### src/rtl/pipe_ctrl_pkg.sv
// Shared encodings for the pipeline controller: register indices, ctrl ops,
// exception codes, STATUS layout and the writable-bit mask of each register.
package pipe_ctrl_pkg;

  typedef enum logic [1:0] {
    OP_NOP  = 2'd0,
    OP_WRCR = 2'd1,
    OP_EXRT = 2'd2
  } ctrl_op_e;

  typedef enum logic [2:0] {
    EXP_NONE       = 3'd0,
    EXP_EXT_INT    = 3'd1,
    EXP_UNDEF      = 3'd2,
    EXP_OVERFLOW   = 3'd3,
    EXP_MISS_ALIGN = 3'd4,
    EXP_TRAP       = 3'd5,
    EXP_PRIV_VIO   = 3'd6
  } exp_code_e;

  typedef enum logic [4:0] {
    CREG_STATUS     = 5'd0,
    CREG_PRE_STATUS = 5'd1,
    CREG_EPC        = 5'd2,
    CREG_EXP_VECTOR = 5'd3,
    CREG_CAUSE      = 5'd4,
    CREG_INT_MASK   = 5'd5,
    CREG_IRQ        = 5'd6
  } creg_idx_e;

  localparam int STATUS_EXE_MODE_BIT = 0;
  localparam int STATUS_INT_EN_BIT   = 1;

  typedef struct packed {
    logic int_en;
    logic exe_mode;
  } status_t;

  localparam logic [7:0] INT_MASK_RESET = 8'hFF;

  // Bits a WRCR can change; zero for read-only and unimplemented indices.
  function automatic logic [31:0] creg_wmask(logic [4:0] idx);
    case (idx)
      CREG_STATUS, CREG_PRE_STATUS: return 32'h0000_0003;
      CREG_EPC, CREG_EXP_VECTOR:    return 32'hFFFF_FFFC;
      CREG_CAUSE:                   return 32'h0000_0007;
      CREG_INT_MASK:                return 32'h0000_00FF;
      default:                      return 32'h0000_0000;
    endcase
  endfunction

endpackage

### src/rtl/pipe_ctrl_if.sv
// Pipeline-side bundle of the controller: stage status in, stall/flush/redirect
// and control-register read port out.
interface pipe_ctrl_if;
  logic        if_busy;
  logic        mem_busy;
  logic        ld_hazard;
  logic [7:0]  irq;
  logic        mem_en;
  logic [29:0] mem_pc;
  logic [1:0]  mem_ctrl_op;
  logic [2:0]  mem_exp_code;
  logic [4:0]  mem_dst_addr;
  logic [31:0] mem_out;
  logic [4:0]  creg_rd_addr;
  logic [31:0] creg_rd_data;
  logic        exe_mode;
  logic        int_detect;
  logic        if_stall, id_stall, ex_stall, mem_stall;
  logic        if_flush, id_flush, ex_flush, mem_flush;
  logic [29:0] new_pc;

  modport master (
    output if_busy, mem_busy, ld_hazard, irq, mem_en, mem_pc, mem_ctrl_op,
           mem_exp_code, mem_dst_addr, mem_out, creg_rd_addr,
    input  creg_rd_data, exe_mode, int_detect, if_stall, id_stall, ex_stall,
           mem_stall, if_flush, id_flush, ex_flush, mem_flush, new_pc
  );

  modport slave (
    input  if_busy, mem_busy, ld_hazard, irq, mem_en, mem_pc, mem_ctrl_op,
           mem_exp_code, mem_dst_addr, mem_out, creg_rd_addr,
    output creg_rd_data, exe_mode, int_detect, if_stall, id_stall, ex_stall,
           mem_stall, if_flush, id_flush, ex_flush, mem_flush, new_pc
  );
endinterface

### src/rtl/pipe_ctrl_creg_file.sv
// Control registers 0-6 with the decode read mux and same-cycle WRCR bypass.
// Action strobes arrive already qualified and mutually exclusive.
module creg_file
  import pipe_ctrl_pkg::*;
(
  input  logic        clk,
  input  logic        reset,
  input  logic        wr_en,
  input  logic [4:0]  wr_addr,
  input  logic [31:0] wr_data,
  input  logic        exc_en,
  input  logic [29:0] exc_pc,
  input  logic [2:0]  exc_code,
  input  logic        exrt_en,
  input  logic [7:0]  irq,
  input  logic [4:0]  rd_addr,
  output logic [31:0] rd_data,
  output status_t     status,
  output logic [29:0] epc,
  output logic [29:0] exp_vector,
  output logic [7:0]  int_mask
);

  status_t     pre_status;
  logic [2:0]  cause;
  logic [31:0] wr_image;

  assign wr_image = wr_data & creg_wmask(wr_addr);

  // NOTE: non-blocking assignments so every register samples pre-edge values.
  always_ff @(posedge clk or negedge reset) begin
    if (!reset) begin
      status     <= '0;
      pre_status <= '0;
      epc        <= '0;
      exp_vector <= '0;
      cause      <= '0;
      int_mask   <= INT_MASK_RESET;
    end else if (exc_en) begin
      epc        <= exc_pc;
      cause      <= exc_code;
      pre_status <= status;
      status     <= '0;
    end else if (exrt_en) begin
      status <= pre_status;
    end else if (wr_en) begin
      case (wr_addr)
        CREG_STATUS:     status     <= status_t'(wr_data[1:0]);
        CREG_PRE_STATUS: pre_status <= status_t'(wr_data[1:0]);
        CREG_EPC:        epc        <= wr_data[31:2];
        CREG_EXP_VECTOR: exp_vector <= wr_data[31:2];
        CREG_CAUSE:      cause      <= wr_data[2:0];
        CREG_INT_MASK:   int_mask   <= wr_data[7:0];
        default: ;
      endcase
    end
  end

  // NOTE: rd_data gets a default first so no path through the case infers a latch.
  always_comb begin
    rd_data = '0;
    case (rd_addr)
      CREG_STATUS:     rd_data[1:0]  = status;
      CREG_PRE_STATUS: rd_data[1:0]  = pre_status;
      CREG_EPC:        rd_data[31:2] = epc;
      CREG_EXP_VECTOR: rd_data[31:2] = exp_vector;
      CREG_CAUSE:      rd_data[2:0]  = cause;
      CREG_INT_MASK:   rd_data[7:0]  = int_mask;
      CREG_IRQ:        rd_data[7:0]  = irq;
      default: ;
    endcase
    // Only writable indices bypass; a WRCR to IRQ must not shadow the live lines.
    if (wr_en && (wr_addr == rd_addr) && (creg_wmask(wr_addr) != '0))
      rd_data = wr_image;
  end

endmodule

### src/rtl/pipe_ctrl.sv
// Pipeline controller: stall/flush generation, exception entry/return and
// interrupt detection around the control register file.
module pipe_ctrl
  import pipe_ctrl_pkg::*;
(
  input  logic       clk,
  input  logic       reset,
  pipe_ctrl_if.slave bus
);

  logic        stall;
  logic        commit;
  logic        exc_take;
  logic        exrt_take;
  logic        wr_take;
  logic        flush_all;
  status_t     status;
  logic [29:0] epc;
  logic [29:0] exp_vector;
  logic [7:0]  int_mask;

  assign stall  = bus.if_busy | bus.mem_busy;
  assign commit = bus.mem_en & ~stall;

  // Exception outranks EXRT, which outranks WRCR; at most one strobe is high.
  assign exc_take  = commit && (bus.mem_exp_code != EXP_NONE);
  assign exrt_take = commit && !exc_take && (bus.mem_ctrl_op == OP_EXRT);
  assign wr_take   = commit && !exc_take && (bus.mem_ctrl_op == OP_WRCR);
  assign flush_all = exc_take | exrt_take;

  creg_file u_creg_file (
    .clk        (clk),
    .reset      (reset),
    .wr_en      (wr_take),
    .wr_addr    (bus.mem_dst_addr),
    .wr_data    (bus.mem_out),
    .exc_en     (exc_take),
    .exc_pc     (bus.mem_pc),
    .exc_code   (bus.mem_exp_code),
    .exrt_en    (exrt_take),
    .irq        (bus.irq),
    .rd_addr    (bus.creg_rd_addr),
    .rd_data    (bus.creg_rd_data),
    .status     (status),
    .epc        (epc),
    .exp_vector (exp_vector),
    .int_mask   (int_mask)
  );

  assign bus.if_stall  = stall | bus.ld_hazard;
  assign bus.id_stall  = stall;
  assign bus.ex_stall  = stall;
  assign bus.mem_stall = stall;

  // A load-use hazard bubbles decode without redirecting fetch.
  assign bus.if_flush  = flush_all;
  assign bus.id_flush  = flush_all | bus.ld_hazard;
  assign bus.ex_flush  = flush_all;
  assign bus.mem_flush = flush_all;

  always_comb begin
    bus.new_pc = '0;
    if (exc_take)       bus.new_pc = exp_vector;
    else if (exrt_take) bus.new_pc = epc;
  end

  assign bus.exe_mode   = status.exe_mode;
  assign bus.int_detect = status.int_en & |(bus.irq & ~int_mask);

endmodule

### src/flat_wrapper.sv
// flat-port wrapper written by rule: the top's interface ports become plain ports
module pipe_ctrl_flat import pipe_ctrl_pkg::*;
  (clk, reset, bus_if_busy, bus_mem_busy, bus_ld_hazard, bus_irq, bus_mem_en, bus_mem_pc, bus_mem_ctrl_op, bus_mem_exp_code, bus_mem_dst_addr, bus_mem_out, bus_creg_rd_addr, bus_creg_rd_data, bus_exe_mode, bus_int_detect, bus_if_stall, bus_id_stall, bus_ex_stall, bus_mem_stall, bus_if_flush, bus_id_flush, bus_ex_flush, bus_mem_flush, bus_new_pc);
  pipe_ctrl_if bus_i ();
  input  logic clk;
  input  logic reset;
  input wire logic [$bits(bus_i.if_busy)-1:0] bus_if_busy;
  input wire logic [$bits(bus_i.mem_busy)-1:0] bus_mem_busy;
  input wire logic [$bits(bus_i.ld_hazard)-1:0] bus_ld_hazard;
  input wire logic [$bits(bus_i.irq)-1:0] bus_irq;
  input wire logic [$bits(bus_i.mem_en)-1:0] bus_mem_en;
  input wire logic [$bits(bus_i.mem_pc)-1:0] bus_mem_pc;
  input wire logic [$bits(bus_i.mem_ctrl_op)-1:0] bus_mem_ctrl_op;
  input wire logic [$bits(bus_i.mem_exp_code)-1:0] bus_mem_exp_code;
  input wire logic [$bits(bus_i.mem_dst_addr)-1:0] bus_mem_dst_addr;
  input wire logic [$bits(bus_i.mem_out)-1:0] bus_mem_out;
  input wire logic [$bits(bus_i.creg_rd_addr)-1:0] bus_creg_rd_addr;
  output wire logic [$bits(bus_i.creg_rd_data)-1:0] bus_creg_rd_data;
  output wire logic [$bits(bus_i.exe_mode)-1:0] bus_exe_mode;
  output wire logic [$bits(bus_i.int_detect)-1:0] bus_int_detect;
  output wire logic [$bits(bus_i.if_stall)-1:0] bus_if_stall;
  output wire logic [$bits(bus_i.id_stall)-1:0] bus_id_stall;
  output wire logic [$bits(bus_i.ex_stall)-1:0] bus_ex_stall;
  output wire logic [$bits(bus_i.mem_stall)-1:0] bus_mem_stall;
  output wire logic [$bits(bus_i.if_flush)-1:0] bus_if_flush;
  output wire logic [$bits(bus_i.id_flush)-1:0] bus_id_flush;
  output wire logic [$bits(bus_i.ex_flush)-1:0] bus_ex_flush;
  output wire logic [$bits(bus_i.mem_flush)-1:0] bus_mem_flush;
  output wire logic [$bits(bus_i.new_pc)-1:0] bus_new_pc;
  assign bus_i.if_busy = bus_if_busy;
  assign bus_i.mem_busy = bus_mem_busy;
  assign bus_i.ld_hazard = bus_ld_hazard;
  assign bus_i.irq = bus_irq;
  assign bus_i.mem_en = bus_mem_en;
  assign bus_i.mem_pc = bus_mem_pc;
  assign bus_i.mem_ctrl_op = bus_mem_ctrl_op;
  assign bus_i.mem_exp_code = bus_mem_exp_code;
  assign bus_i.mem_dst_addr = bus_mem_dst_addr;
  assign bus_i.mem_out = bus_mem_out;
  assign bus_i.creg_rd_addr = bus_creg_rd_addr;
  assign bus_creg_rd_data = bus_i.creg_rd_data;
  assign bus_exe_mode = bus_i.exe_mode;
  assign bus_int_detect = bus_i.int_detect;
  assign bus_if_stall = bus_i.if_stall;
  assign bus_id_stall = bus_i.id_stall;
  assign bus_ex_stall = bus_i.ex_stall;
  assign bus_mem_stall = bus_i.mem_stall;
  assign bus_if_flush = bus_i.if_flush;
  assign bus_id_flush = bus_i.id_flush;
  assign bus_ex_flush = bus_i.ex_flush;
  assign bus_mem_flush = bus_i.mem_flush;
  assign bus_new_pc = bus_i.new_pc;
  pipe_ctrl u_core (.clk(clk), .reset(reset), .bus(bus_i));
endmodule
### config.mk
export PLATFORM = sky130hd
export DESIGN_NAME = pipe_ctrl_flat
export DESIGN_NICKNAME = d
export VERILOG_FILES = /design/src/rtl/pipe_ctrl_pkg.sv /design/src/rtl/pipe_ctrl_if.sv /design/src/rtl/pipe_ctrl_creg_file.sv /design/src/rtl/pipe_ctrl.sv /design/src/flat_wrapper.sv
export SDC_FILE = /design/constraint.sdc
export NUM_CORES = 1
export LEC_CHECK = 0
export CAP_MARGIN = 40
export CORE_ASPECT_RATIO = 0.7
export CORE_MARGIN = 1
export CORE_UTILIZATION = 55
export DETAILED_ROUTE_END_ITERATION = 7
export DONT_BUFFER_PORTS = 1
export GPL_TIMING_DRIVEN = 1
export PLACE_DENSITY = 0.73
export SLEW_MARGIN = 20
export SYNTH_ARGS = -nofsm -noshare
export SYNTH_HDL_FRONTEND = slang
export SYNTH_SLANG_ARGS = --single-unit
### constraint.sdc
create_clock -name clk -period 1.6 [get_ports clk]
set_input_delay 0 -clock clk [delete_from_list [all_inputs] [get_ports clk]]
set_output_delay 0 -clock clk [all_outputs]
set_load 0.05 [all_outputs]
# Word level (Yosys, flattened, before mapping)
# Index checks and enable logic that the tools add are counted.
# word_totals
latch_bits	0
mem_bits_ro	0
register_bits	75
word_cells	85
ramBits	0
mem_count	0
# classes
div_mod_pow	0
shift	0
add_sub_neg	0
order_cmp	0
n_reduce_logical	26
bitwise	12
multipliers	0
n_eq_ne	15
mux	24
# op_table
op	count
30-bit two-way mux	6
32-bit case mux with 4 select lines	1
24-bit case mux with 2 select lines	1
32-bit bitwise AND	1
32-bit two-way mux	1
32-bit nonzero test	1
5-bit by 3-bit equality test with 1-bit output, second input constant	5
5-bit by 2-bit equality test with 1-bit output, second input constant	4
5-bit case mux with 4 select lines	1
2-bit two-way mux	8
3-bit two-way mux	4
5-bit by 1-bit equality test with 1-bit output, second input constant	2
5-bit logical NOT	2
2-bit case mux with 5 select lines	1
3-bit AND reduction	3
3-bit nonzero test	3
8-bit bitwise AND	1
8-bit inverter	1
4-bit AND reduction	2
2-bit nonzero test	4
8-bit OR reduction	1
1-bit logical AND	6
5-bit equality test	1
1-bit case mux with 5 select lines	1
other kinds (9)	16

# Depth between registers and ports, before layout
# logic_depth
word_depth	10
ltp_mapped	7
depth_no_buf	4

# Cells and area by module
# From an unflattened synthesis, not the netlist that was laid out.
# unflattened
hier_cells	495
hier_area_um2	4958.5
# modules_own_cells
mod	seq_area_each_um2	cells_each	n_inst	area_per_inst_um2
creg_file	1886.8	429	1	4454.3
pipe_ctrl	0.0	66	1	504.2

# Least setup slack after synthesis
# OpenSTA, ideal clock, no wires.
# synth_path
path_kind	input port to output port
from	input port bus_mem_dst_addr[1]
to	output port bus_creg_rd_data[11]
t_required_ns	1.600
path_slack_ns	-0.410
arrival_time_ns	2.010
cell_stages	7
path_cell_list	buf_2 a211o_1 nor4_1 and3_1 buf_6 buf_12 mux2i_1
# synth_via
elab_chain_len	6
# synth_rtl
item	line_no	rtl
start: declaration	flat_wrapper.sv:15	input wire logic [$bits(bus_i.mem_dst_addr)-1:0] bus_mem_dst_addr;
5-bit by 2-bit equality test with 1-bit output, or another cell as far along	pipe_ctrl_pkg.sv:43	case (idx)
2-bit OR reduction	pipe_ctrl_pkg.sv:43	
32-bit case mux with 4 select lines	pipe_ctrl_pkg.sv:43	
32-bit nonzero test	pipe_ctrl_creg_file.sv:73	if (wr_en && (wr_addr == rd_addr) && (creg_wmask(wr_addr) != '0))
1-bit logical AND	pipe_ctrl_creg_file.sv:73	
32-bit two-way mux (*)	pipe_ctrl_creg_file.sv:73	
end: declaration	flat_wrapper.sv:18	output wire logic [$bits(bus_i.creg_rd_data)-1:0] bus_creg_rd_data;
# Mark *: on every way between the ends. The rest lies on a longest branch, timed or not.

# Worst setup path in the final report
# layout_path
from	register u_core.u_creg_file.pre_status[0] (netlist name)
to	output port bus_creg_rd_data[0]
# layout_via
elab_chain_len	2
# layout_rtl
item	line_no	rtl
start: declaration	pipe_ctrl_creg_file.sv:24	status_t pre_status;
start signal: assignment	pipe_ctrl_creg_file.sv:42	pre_status <= status;
start signal: assignment	pipe_ctrl_creg_file.sv:49	CREG_PRE_STATUS: pre_status <= status_t'(wr_data[1:0]);
2-bit case mux with 5 select lines	pipe_ctrl_creg_file.sv:62	case (rd_addr)
32-bit two-way mux	pipe_ctrl_creg_file.sv:73	
# Every way passes these cells.

==> metrics.log <==
INFO  metric run_status = complete, but fails checks
INFO  metric failed_checks = hold timing, setup timing
INFO  metric ys_types = 53
INFO  metric vias = 4871
INFO  metric max-clock-path-buffers = 2
INFO  metric yosys-top-cells-area = sky130_fd_sc_hd__dfrtp_1, sky130_fd_sc_hd__mux2_2, sky130_fd_sc_hd__mux2_4
INFO  metric yosysSeqAreaShare = approximately a third
INFO  metric grt_max_degree = 76
INFO  metric drt-vias-per-instance = around 6.6
INFO  metric hold_fix_buffer_count_after_cts = 65
INFO  metric fmaxAchievable = approximately 0.56 GHz
INFO  metric post_drt_wl_per_cell = approximately 26 µm
INFO  metric power_per_cell_area = 663 mW/mm²
INFO  metric cts_tree = done
INFO  metric floorplan.initialDensity = around 58%
INFO  metric globalRouteTotalUtil = 39.5%
INFO  metric layout.cells.non_filler = roughly 740
INFO  metric post-place-cells = 651
INFO  metric synth.cell_area = 0.00537 mm²
INFO  metric antenna_found_initial = 0
INFO  metric drt_iter0_markers = between 400 and 500
INFO  metric io-pin-count = 163
INFO  metric dieArea = 0.0102 mm²
INFO  metric final_min_period_over_clock_period = 111%
INFO  metric postLayoutCellArea = 0.00827 mm²
INFO  metric final_max_slew_violation_count = 0
INFO  metric clock_skew = 1.69 ps
INFO  metric hold_violations = between 70 and 80
INFO  metric drtPass1Iterations = 5
INFO  metric synth.area.mux_share = 35.1%
INFO  metric synth_most_common_cell = sky130_fd_sc_hd__mux2_2
INFO  metric crit_required = 1600 ps
INFO  metric clkLatencyLatePin = between 300 and 400 ps
INFO  metric yosys_register_bits = 75
INFO  metric flow.area_growth_from_synthesis = 54.2%
INFO  metric syn_inst = 469
INFO  metric r2r_start = u_core.u_creg_file.status[0]
INFO  metric synth.net_count = 560
INFO  metric floorplan.die.width = 120 µm
INFO  metric critical_path_data_arrival_time = 1780 ps
INFO  metric timing.rr.end = u_core.u_creg_file.pre_status[0]
INFO  metric multi_input_area = 0.00352 mm²
INFO  metric synth_top_cells_by_count = sky130_fd_sc_hd__mux2_2, sky130_fd_sc_hd__dfrtp_1, sky130_fd_sc_hd__nand2_1, sky130_fd_sc_hd__mux2i_1
INFO  metric antenna_left = 0
INFO  metric clock_sinks = 75
INFO  metric worstHoldPathType = in2async
INFO  metric postRouteWirelength = 19500 µm
INFO  metric layout-drive-gt1-share = roughly half
INFO  metric r2r_setup_slack = 390 ps
INFO  metric path_clk_slew = around 60 ps
INFO  metric grt_pass1_vias = 5273
INFO  metric worst_setup_ep_type = output pin
INFO  metric setup.worst_path.class = reg2out
INFO  metric net_count_final = 704
INFO  metric setup_repair_after_global_routing_missed_its_margin = true
INFO  metric max-slew-margin-rel = 48.9%
INFO  metric grt-ovfl-total = 0
INFO  metric fillerInstances = roughly 360
INFO  metric placement.io_buffers = 0
INFO  metric synthAdderAreaFrac = 0%
INFO  metric htreeDepth = 3
INFO  metric die_height = 84.6 µm
INFO  metric detail_route.drc_violations = 0
INFO  metric grt_use_met1 = between 40% and 50%
INFO  metric r2r_cells = 3
INFO  metric synth-async-reset-ratio = 100%
INFO  metric post-dp-hpwl = 11400 µm
INFO  metric insertedDiodeCount = 0
INFO  metric synth_enable_flop_cells = 0
INFO  metric synth-compound-area-share = about 11%
INFO  metric synth_top_flop_cell = sky130_fd_sc_hd__dfrtp_1
INFO  metric period_minus_slack = 1780 ps
INFO  metric final.hold.worst_slack = -650 ps
INFO  metric yosysTopAreaCell = sky130_fd_sc_hd__dfrtp_1
INFO  metric ff_latch_area = 0.00189 mm²
INFO  metric wire_length_of_the_first_global_routing_pass = 30100 µm
INFO  metric postPlaceCellArea = slightly above 0.007 mm²
INFO  metric dominant_combinational_cell_family_by_area_after_synthesis = multiplexers
INFO  metric max-vdd-ir-drop = 557 µV
INFO  metric setup.worst_path.start_class = register
INFO  metric biggest_fanout_along_the_worst_timing_path = 2
INFO  metric core_region_area = around 0.009 mm²
INFO  metric max-cap-violations = 0
INFO  metric place.gp.congestion = 0.835
INFO  metric groute.layer.met2.usage = 68.2%
INFO  metric synth_top_cell_area_share = 31.3%
INFO  metric tightest_slew = 771 ps
INFO  metric post_synth_xor_area_fraction = 0.653%
INFO  metric synth_simple_gate_area_share = roughly 11%
INFO  metric cts-root-buf = sky130_fd_sc_hd__clkbuf_16
INFO  metric setup_slack = -179 ps
INFO  metric syn-mean-instance-area = 11.4 µm²
INFO  metric power = 0.00549 W
INFO  metric synth.yosys.warnings = 0
INFO  metric cts_inserted_buffers = 9
INFO  metric row_count = 29
INFO  metric finalSetupViolations = 10
INFO  metric total_leakage_power = 3.38 nW
INFO  metric grt_busiest_layer = met2
INFO  metric preCtsSetupSlack = -69.4 ps
INFO  metric grt_util_met3 = 11.2%
==> metal layers <==
layer / wire [µm] / vias to the layer above / part of all wire (%)
met3: 1820 / 62 / 9.3
met5: 0 / - / 0
li1: - / 2024 / -
met1: 7430 / 2446 / 38
met4: 535 / 0 / 2.7
met2: 9720 / 339 / 50
==> layout make-up <==
cell class                      instances  area share (%)
Clock buffer                           10            2.89
Sequential cell                        75            22.8
Clock inverter                          6           0.771
Timing Repair Buffer                  171            28.4
Tap cell                              124            1.88
Multi-Input combinational cell        342            42.6
Inverter                               14           0.635
==> worst max-delay path, cell delays in order (launching register included) <==
cell and delay [ps]:
sky130_fd_sc_hd__dfrtp_1 400, sky130_fd_sc_hd__mux4_2 480, sky130_fd_sc_hd__nor2b_4 150, sky130_fd_sc_hd__o21ai_2 150
sky130_fd_sc_hd__mux2i_2 110, sky130_fd_sc_hd__buf_12 160
==> cells by family (layout without fill, tap and decap cells) <==
| logic type | Yosys count | count (layout) |
|---|---|---|
| buffers and inverters | 52 | 201 |
| xor gates and xnor gates | 4 | 4 |
| DFF | 75 | 75 |
| muxes | 159 | 159 |
| AOI/OAI and AO/OA | 78 | 78 |
| and+or+nand+nor | 101 | 101 |
==> how the worst max path moves through the flow <==
stage	depth (start not counted)	startpoint	slack, ps	end
2_1_floorplan	5	bus_mem_exp_code[2]	-270	bus_creg_rd_data[3]
3_3_place_gp	6	bus_mem_ctrl_op[1]	-40	bus_creg_rd_data[10]
3_5_place_dp	6	bus_mem_ctrl_op[1]	-70	bus_creg_rd_data[30]
4_1_cts	5	u_core.u_creg_file.cause[1]	-140	bus_creg_rd_data[1]
5_1_grt	5	u_core.u_creg_file.pre_status[0]	-220	bus_creg_rd_data[0]
6_report	5	u_core.u_creg_file.pre_status[0]	-180	bus_creg_rd_data[0]
==> metrics by stage <==
stage / setup TNS, ps / utilization (%)
floorplan: -3180 / -
global placement: -444 / 77.1
detailed placement: -756 / 77.1
CTS: -533 / 88.9
global route: -1350 / 89.4
finish: -741 / 89.4
==> cells in the final DEF (no fill, tap or decap), types with 3 or more instances in the layout <==
| cell | n |
|---|---|
| sky130_fd_sc_hd__a22o_1 | 30 |
| sky130_fd_sc_hd__nor2_1 | 4 |
| sky130_fd_sc_hd__a21oi_1 | 3 |
| sky130_fd_sc_hd__a22oi_1 | 5 |
| sky130_fd_sc_hd__o2bb2ai_1 | 8 |
| sky130_fd_sc_hd__xor2_1 | 4 |
| sky130_fd_sc_hd__buf_12 | 70 |
| sky130_fd_sc_hd__o21ba_2 | 3 |
| sky130_fd_sc_hd__dfrtp_1 | 67 |
| sky130_fd_sc_hd__mux2_4 | 30 |
| sky130_fd_sc_hd__mux2i_4 | 25 |
| sky130_fd_sc_hd__dlygate4sd3_1 | 65 |
| sky130_fd_sc_hd__nor2b_1 | 3 |
| sky130_fd_sc_hd__o21ai_0 | 9 |
| sky130_fd_sc_hd__inv_1 | 14 |
| sky130_fd_sc_hd__dfstp_2 | 8 |
| sky130_fd_sc_hd__nand2_1 | 53 |
| sky130_fd_sc_hd__buf_4 | 33 |
| sky130_fd_sc_hd__mux2_2 | 91 |
| sky130_fd_sc_hd__clkbuf_16 | 9 |
| sky130_fd_sc_hd__a2111oi_0 | 3 |
| sky130_fd_sc_hd__mux2i_1 | 8 |
| sky130_fd_sc_hd__o22ai_1 | 9 |
| sky130_fd_sc_hd__nand3_1 | 6 |
==> registers in the layout (all words and copies together) (netlist names) <==
register and count:
u_core.u_creg_file.status 2, u_core.u_creg_file.exp_vector 30, u_core.u_creg_file.int_mask 8, u_core.u_creg_file.cause 3
u_core.u_creg_file.epc 30, u_core.u_creg_file.pre_status 2
==> timing repair <==
item / in CTS / in global routing
gates cloned: 2 / 0
endpoints found under the setup margin: 27 / 30
buffers inserted: 5 / 4
pin swaps: 7 / 3
gates resized for setup: 11 / 5
hold endpoints to repair: 150 / 75
==> where the power goes <==
part | total (W) | switching [W] | internal, W
Sequential | 0.00229 | 0.000192 | 0.00210
Combinational | 0.00109 | 0.000474 | 0.000619
Clock | 0.00210 | 0.000849 | 0.00125
(Power assumes the default switching activity.)
